[src/rtl/ps2_scancode_receiver.sv]
// PS/2 keyboard scancode receiver.
// This block synchronises and filters the raw ps2c/ps2d lines and deserialises
// 11-bit frames. It drops break (F0) and extended (E0) prefixes and emits one
// make code per keypress, marked by a single-cycle key_valid strobe.
//
// Output handshake: key_valid and frame_error are single-cycle strobes with no
// ready/backpressure. key_code and key_extended are valid while key_valid is
// high and hold their value until the next accepted code. The two strobes are
// never high in the same cycle.
module ps2_scancode_receiver #(
    parameter int FILTER_LEN     = 8,
    parameter int TIMEOUT_CYCLES = 200000
) (
    input  logic       clk,
    input  logic       reset,
    input  logic       ps2c,
    input  logic       ps2d,
    output logic [7:0] key_code,
    output logic       key_valid,
    output logic       key_extended,
    output logic       frame_error
);

    localparam int TW = $clog2(TIMEOUT_CYCLES + 1);

    typedef enum logic [1:0] {
        IDLE   = 2'd0,
        DATA   = 2'd1,
        PARITY = 2'd2,
        STOP   = 2'd3
    } state_t;

    state_t state, state_next;

    // Synchroniser and filter signals. The reset value 1 matches an idle bus.
    logic          c_meta, c_sync, d_meta, d_sync;
    logic [7:0]    filt_cnt;
    logic          filt_clk;
    logic          fall_pulse;

    // Frame datapath
    logic [2:0]    bitcnt, bitcnt_next;
    logic [7:0]    shreg, shreg_next;
    logic          parity_bit, parity_next;
    logic [TW-1:0] tcnt, tcnt_next;
    logic          brk_flag, brk_next;
    logic          ext_flag, ext_next;
    logic [7:0]    code_next;
    logic          kext_next, kv_next, fe_next;
    logic          frame_good;

    // Two-flop synchronisers on both raw PS/2 lines
    always_ff @(posedge clk or posedge reset) begin
        if (reset) begin
            c_meta <= 1'b1;
            c_sync <= 1'b1;
            d_meta <= 1'b1;
            d_sync <= 1'b1;
        end else begin
            c_meta <= ps2c;
            c_sync <= c_meta;
            d_meta <= ps2d;
            d_sync <= d_meta;
        end
    end

    // Glitch filter on ps2c: the level flips only after FILTER_LEN disagreeing samples
    always_ff @(posedge clk or posedge reset) begin
        if (reset) begin
            filt_cnt   <= 8'd0;
            filt_clk   <= 1'b1;
            fall_pulse <= 1'b0;
        end else begin
            fall_pulse <= 1'b0;
            if (c_sync != filt_clk) begin
                if (filt_cnt == 8'(FILTER_LEN - 1)) begin
                    filt_clk   <= c_sync;
                    filt_cnt   <= 8'd0;
                    fall_pulse <= ~c_sync;
                end else begin
                    filt_cnt <= filt_cnt + 8'd1;
                end
            end else begin
                filt_cnt <= 8'd0;
            end
        end
    end

    // Frame FSM state register
    always_ff @(posedge clk or posedge reset) begin
        if (reset) begin
            state <= IDLE;
        end else begin
            state <= state_next;
        end
    end

    // Next-state, deserialiser, timeout and prefix decoder
    always_comb begin
        state_next  = state;
        bitcnt_next = bitcnt;
        shreg_next  = shreg;
        parity_next = parity_bit;
        tcnt_next   = tcnt;
        brk_next    = brk_flag;
        ext_next    = ext_flag;
        code_next   = key_code;
        kext_next   = key_extended;
        kv_next     = 1'b0;
        fe_next     = 1'b0;
        frame_good  = 1'b0;

        // Inactivity counter runs only inside a frame and restarts on each clock fall.
        if (state != IDLE) begin
            if (fall_pulse) begin
                tcnt_next = '0;
            end else begin
                tcnt_next = tcnt + TW'(1);
            end
        end

        case (state)
            IDLE: begin
                tcnt_next = '0;
                if (fall_pulse && !d_sync) begin
                    state_next  = DATA;
                    bitcnt_next = 3'd0;
                end
            end
            DATA: begin
                if (fall_pulse) begin
                    shreg_next  = {d_sync, shreg[7:1]};
                    bitcnt_next = bitcnt + 3'd1;
                    if (bitcnt == 3'd7) begin
                        state_next = PARITY;
                    end
                end
            end
            PARITY: begin
                if (fall_pulse) begin
                    parity_next = d_sync;
                    state_next  = STOP;
                end
            end
            STOP: begin
                if (fall_pulse) begin
                    state_next = IDLE;
                    frame_good = d_sync & (^{shreg, parity_bit});
                    if (!frame_good) begin
                        fe_next  = 1'b1;
                        brk_next = 1'b0;
                        ext_next = 1'b0;
                    end else begin
                        case (shreg)
                            8'hE0: ext_next = 1'b1;
                            8'hF0: brk_next = 1'b1;
                            8'h00, 8'hAA, 8'hFA, 8'hFE, 8'hFF: ;
                            default: begin
                                if (brk_flag) begin
                                    // Key release: swallow the code and forget the prefixes
                                    brk_next = 1'b0;
                                    ext_next = 1'b0;
                                end else begin
                                    code_next = shreg;
                                    kext_next = ext_flag;
                                    kv_next   = 1'b1;
                                    ext_next  = 1'b0;
                                end
                            end
                        endcase
                    end
                end
            end
            default: state_next = IDLE;
        endcase

        // Abandon a stalled frame
        if (state != IDLE && !fall_pulse && tcnt == TW'(TIMEOUT_CYCLES - 1)) begin
            state_next = IDLE;
            tcnt_next  = '0;
            fe_next    = 1'b1;
            kv_next    = 1'b0;
            brk_next   = 1'b0;
            ext_next   = 1'b0;
        end
    end

    // Datapath and output registers
    always_ff @(posedge clk or posedge reset) begin
        if (reset) begin
            bitcnt       <= 3'd0;
            shreg        <= 8'd0;
            parity_bit   <= 1'b0;
            tcnt         <= '0;
            brk_flag     <= 1'b0;
            ext_flag     <= 1'b0;
            key_code     <= 8'h00;
            key_extended <= 1'b0;
            key_valid    <= 1'b0;
            frame_error  <= 1'b0;
        end else begin
            bitcnt       <= bitcnt_next;
            shreg        <= shreg_next;
            parity_bit   <= parity_next;
            tcnt         <= tcnt_next;
            brk_flag     <= brk_next;
            ext_flag     <= ext_next;
            key_code     <= code_next;
            key_extended <= kext_next;
            key_valid    <= kv_next;
            frame_error  <= fe_next;
        end
    end

endmodule

[config.mk]
export PLATFORM = sky130hd
export DESIGN_NAME = ps2_scancode_receiver
export DESIGN_NICKNAME = d
export VERILOG_FILES = /design/src/rtl/ps2_scancode_receiver.sv
export SDC_FILE = /design/constraint.sdc
export NUM_CORES = 1
export LEC_CHECK = 0
export ABC_CLOCK_PERIOD_IN_PS = 3000
export CORE_UTILIZATION = 45
export CTS_CLUSTER_SIZE = 40
export DETAILED_ROUTE_END_ITERATION = 10
export MAX_ROUTING_LAYER = met4
export PLACE_DENSITY_LB_ADDON = 0.3
export SLEW_MARGIN = 20
export SYNTH_ARGS = -nofsm -noshare
export SYNTH_HDL_FRONTEND = slang
export SYNTH_SLANG_ARGS = --single-unit
[constraint.sdc]
create_clock -name clk -period 3 [get_ports clk]
set_input_delay 0.6 -clock clk [delete_from_list [all_inputs] [get_ports clk]]
set_output_delay 0.6 -clock clk [all_outputs]
set_load 0.01 [all_outputs]
## Word-level counts from Yosys, hierarchy flattened

Index checks and enable logic that the tools add are counted.

| word-level totals | value |
|---|---|
| bits in registers | 59 |
| input bits | 4 |
| output and inout port bits | 11 |
| logic and storage cells | 109 |

| operators by class | value |
|---|---|
| add/subtract/negate cells | 3 |
| eq/ne operators | 22 |
| muxes and demuxes | 38 |
| bitwise logic cells | 4 |
| reduce and logical (&&, ||, !) cells | 24 |

Operators by type and width:

| kind | number |
|---|---|
| $mux 18 | 4 |
| $eq 8x8->1 const B | 6 |
| $mux 1 | 20 |
| $add 18x1->18 const B | 1 |
| $eq 18x18->1 const B | 1 |
| $mux 8 | 2 |
| $ne 3x3->1 const B | 5 |
| $mux 2 | 6 |
| $reduce_or 6->1 | 2 |
| $reduce_and 5->1 | 2 |
| $reduce_and 3->1 | 3 |
| $reduce_xor 9->1 | 1 |
| $add 8x1->8 const B | 1 |
| $eq 8x3->1 const B | 1 |
| $logic_not 8->1 | 1 |
| $pmux 2 s4 | 1 |
| $reduce_bool 2->1 | 4 |
| $reduce_or 7->1 | 1 |
| $mux 3 | 2 |
| $ne 3x2->1 const B | 2 |
| $pmux 3 s2 | 1 |
| $reduce_and 2->1 | 3 |
| $eq 2x2->1 const B | 2 |
| $ne 2x2->1 const B | 2 |
| other kinds (11) | 17 |

## Longest topological paths before layout

| depth | value |
|---|---|
| word-level depth | 7 |
| depth in mapped cells | 10 |

## Least setup slack after synthesis

Ideal clock, no wire load.

| timing | value |
|---|---|
| path type | register to register |
| from | reg state[0] |
| to | reg tcnt[11] |
| library setup time | 132 ps |
| data arrival time | 2415 ps |
| data required time | 2868 ps |
| slack | 453 ps |
| stages on the path, launching flop included | 11 |
| period minus slack after synthesis | 2547 ps |
| cell sequence | dfrtp_1 > inv_1 > ha_1 > clkbuf_1 > nor2_1 > or4b_1 > or3_1 > clkbuf_1 > nand2_1 > clkbuf_1 > nor2_1 |

| between the ends | value |
|---|---|
| cells in the longest elaborated chain, start to end | 4 |
| elaborated cells between the ends (all ways) | 7 |
| classes of those cells | 2 x mux; 5 x reduce/logical |

Ends and longest elaborated chain:

| what | RTL line | source |
|---|---|---|
| start: declaration | 33 | `state_t state, state_next;` |
| start signal: assignment | 94 | `state <= state_next;` |
| $reduce_bool 2->1 | 114, 178 |  |
| $logic_and 1x1->1 (2 in a row) | 178 | `if (state != IDLE && !fall_pulse && tcnt == TW'(TIMEOUT_CYCLES - 1)) begin` |
| $reduce_bool 3->1 (no source line) / $mux 18 (equally long branches) | -- |  |
| end signal: assignment | 205 | `tcnt <= tcnt_next;` |
| end: declaration | 45 | `logic [TW-1:0] tcnt, tcnt_next;` |

Parallel ways exist; a longest one is shown, timed or not.
A chain may end at the register's enable or synchronous reset.

## Worst setup path in the final report

| timing | value |
|---|---|
| from | reg state[0] |
| to | reg tcnt[14] |

Same word-level chain as after synthesis.

==> results.ini <==
[power_and_ir_drop]
power.ir.vdd_worst_mv=0.374
power.static_leakage_nw=1.53
pwr_density_cell_nw_per_um2=526
totalPowerFinal_mw=1.75

[timing]
final_max_slew_viol_count=0
fmaxAchievable_mhz=409
tightest_slew_ns=0.649
finalHoldWorstSlack_ns=0.356
rsz_0062_raised_after_global_routing=no
totalNegativeSetupSlack_ns=0
final-setup-viol-count=0
hold_violation_total_from_the_final_report=0
final_worst_path_cycle_share_pct=81.5
worst_clock_skew_on_the_final_layout_ns=0.00632
relSlewSlack_pct=56.4
min_period_ns=2.45

[yosys]
synth.distinct_cells=48
ys.warnings.count=0
dominantRegCellSynth=sky130_fd_sc_hd__dfrtp_1
synth_fp_nets=286
postSynthAreaPerCell_um2=10.6
synth.top_cell.area_share_pct=46.7
synthArstFlopShare_pct=100
synthesis.instances=274
yosys.area.top_type=sky130_fd_sc_hd__dfrtp_1
synthTopCellsByArea=sky130_fd_sc_hd__dfrtp_1 (47%), sky130_fd_sc_hd__mux2_4 (5.2%), sky130_fd_sc_hd__xor2_1 (5.1%), sky130_fd_sc_hd__dfstp_2 (4.5%), sky130_fd_sc_hd__nand2_1 (4.3%)
synth_edf_count=0
synth-seq-cells=59
synth.most_common_cell=sky130_fd_sc_hd__dfrtp_1
netlist_area_before_placement_um2=2900
synth.yosys.seq_area_share_pct=51.2
netlist_top_cells_count=sky130_fd_sc_hd__dfrtp_1 (54), sky130_fd_sc_hd__nand2_1 (33), sky130_fd_sc_hd__nor2_1 (31)

[clock_tree]
clkSlewWorstSetupHoldPaths_ns=0.06
clock_tree.root_cell=sky130_fd_sc_hd__clkbuf_8
cts_setup_buffers=0
cts_buffers=9
post_cts_hold_buffer_count=0
tritoncts_num_sinks=59
cts_max_level=3
cts_tree=yes
clkLatencyLatePin_ns=0.34
ctsLongestPathBuffers=2
cts_resized=0

[drt]
route.vias.total=1940
drt_iter0_markers=77
drt_pass_1_iters=4
route.antenna.remaining_nets=0
viasPerCell=5.24
avgRoutedWirePerCell_um=12.7
post-route-drc-count=0
drt_wl_total_mm=4.68

[worst_setup_path]
critPathKind=flop to flop
timing.critical_path.slowest_cell_delay_ns=0.47
cp_common_cell=sky130_fd_sc_hd__nor2_1
path_buf_inv=2
worstPathArrival_ns=2.66
ff2ff_path_depth=8
required_ns=3.22
crit_path_start=state[0]$_DFFE_PP0P_
timing.critical_path.to_type=flop
critPathMaxFanout=17
crit_path_start_kind=flop
path_cells=inv_1, ha_1, nor2_1, or4b_1, or3_1, nand2_1, buf_4, nor2_1
worstReg2RegEnd=tcnt[14]$_DFFE_PP0P_
timing.rr.start=state[0]$_DFFE_PP0P_
r2r_setup_slack_ns=0.55
crit_slowest_cell=sky130_fd_sc_hd__or4b_1
timing.critical_path.max_delay_family=simple AND/OR/NAND/NOR gates

[floorplan]
die_width_um=82.2
start_util_pct=47.8
fp.dieArea_um2=6760
die-height_um=82.2
top_level_ports=15
total_core_area_um2=6060
placementRows=28

[placed_design]
dp_hpwl_mm=3.28
gp_congestion=0.779
numPortBuffers=14
dp_cells=354

[global_routing]
grt_use_met3_pct=4.62
global_route.overflow_total=0
first_global_vias=1826
first_pass_grt_wire_length_mm=8.18
grt.met2_usage_pct=25.9
grt_use_met1_pct=20.0
grt_max_degree=32
grt_busiest_layer=met2
antenna_found_initial=0
global_router_s_overall_resource_usage_pct=17.0

[finish]
final_non_filler_cell_total=370
antennaDiodeCount=0
drive_gt1_share_pct=14.9
syn_to_final_growth_pct=14.7
finish.net_count=302

[flow_run]
drv.max_cap_violation_count=0

[min_path]
hold_path_end=d_sync$_DFF_PP1_
hold_path.startpoint=d_meta$_DFF_PP1_
hold_path_class=flop to flop
worst_hold_path.num_cells=0

[status]
run_status=complete, no violations

## routing by layer
metal,wire [µm],share of wire [%],vias up
li1,-,-,966
met1,2270,48,927
met4,106,2.3,0
met3,161,3.4,10
met5,0,0,-
met2,2150,46,37
## power breakdown
group	leakage, nW	switching (mW)	internal (mW)
clock	0.119	0.301	0.508
sequential	0.805	0.0202	0.827
combinational	0.605	0.0531	0.0372
total	1.53	0.375	1.37
## cell usage in the layout, fill, tap and decap left out, types with 5 or more instances in the layout
master / n
sky130_fd_sc_hd__and3_1: 6
sky130_fd_sc_hd__xor2_1: 17
sky130_fd_sc_hd__dfstp_2: 5
sky130_fd_sc_hd__ha_1: 8
sky130_fd_sc_hd__nor2_1: 31
sky130_fd_sc_hd__nand3_1: 17
sky130_fd_sc_hd__o21ai_0: 9
sky130_fd_sc_hd__nand4_1: 7
sky130_fd_sc_hd__dfrtp_1: 54
sky130_fd_sc_hd__clkdlybuf4s50_1: 14
sky130_fd_sc_hd__clkbuf_8: 11
sky130_fd_sc_hd__mux2_4: 10
sky130_fd_sc_hd__inv_1: 7
sky130_fd_sc_hd__nor3_1: 5
sky130_fd_sc_hd__nand2_1: 33
sky130_fd_sc_hd__xnor2_1: 9
## flip-flops by register name, summed over array words and instances (netlist names), 2 cells and up
register / count
shreg: 8
key_code: 8
state: 2
bitcnt: 3
tcnt: 18
filt_cnt: 8
## layout make-up
class | count | area, µm²
Sequential cell | 59 | 1480
Clock buffer | 11 | 151
Timing Repair Buffer | 16 | 168
Inverter | 9 | 33.8
Multi-Input combinational cell | 195 | 1320
Clock inverter | 5 | 75.1
Fill cell | 545 | 2740
Tap cell | 75 | 93.8
## how the worst max path moves through the flow
stage | endpoint | cells past startpoint
after floorplan | tcnt[11]$_DFFE_PP0P_ | 10
after global placement | tcnt[11]$_DFFE_PP0P_ | 8
after detailed placement | state[1]$_DFFE_PP0P_ | 7
after CTS | state[1]$_DFFE_PP0P_ | 7
after global routing | state[1]$_DFFE_PP0P_ | 7
final | tcnt[14]$_DFFE_PP0P_ | 8
## worst register-to-register path, delay by kind of cell, from the launching register on
family                     cells  cell delay [ns]
adders and majority gates      1             0.31
DFF                            1             0.41
buffers and inverters          2             0.30
and+or+nand+nor                5             1.30
## stage by stage
step	instance area, µm²	setup slack, ns	util [%]
floorplan	2900	0.453	-
global placement	3100	0.590	51.1
detailed placement	3100	0.563	51.1
CTS	3320	0.548	54.8
global route	3320	0.269	54.8
finish	3320	0.554	54.8
## cells by family (layout without fill, tap and decap cells)
| kind of cell | count (synthesis) | after routing | synth area share, % |
|---|---|---|---|
| simple gates | 121 | 121 | 20.6 |
| flops | 59 | 59 | 51.2 |
| xor+xnor | 28 | 28 | 9.42 |
| compound gates | 24 | 24 | 5.36 |
| buf+inv | 20 | 41 | 3.28 |
| mux | 14 | 14 | 6.70 |
| fa+ha+maj | 8 | 8 | 3.46 |
Power figures use the tool's default switching activity.
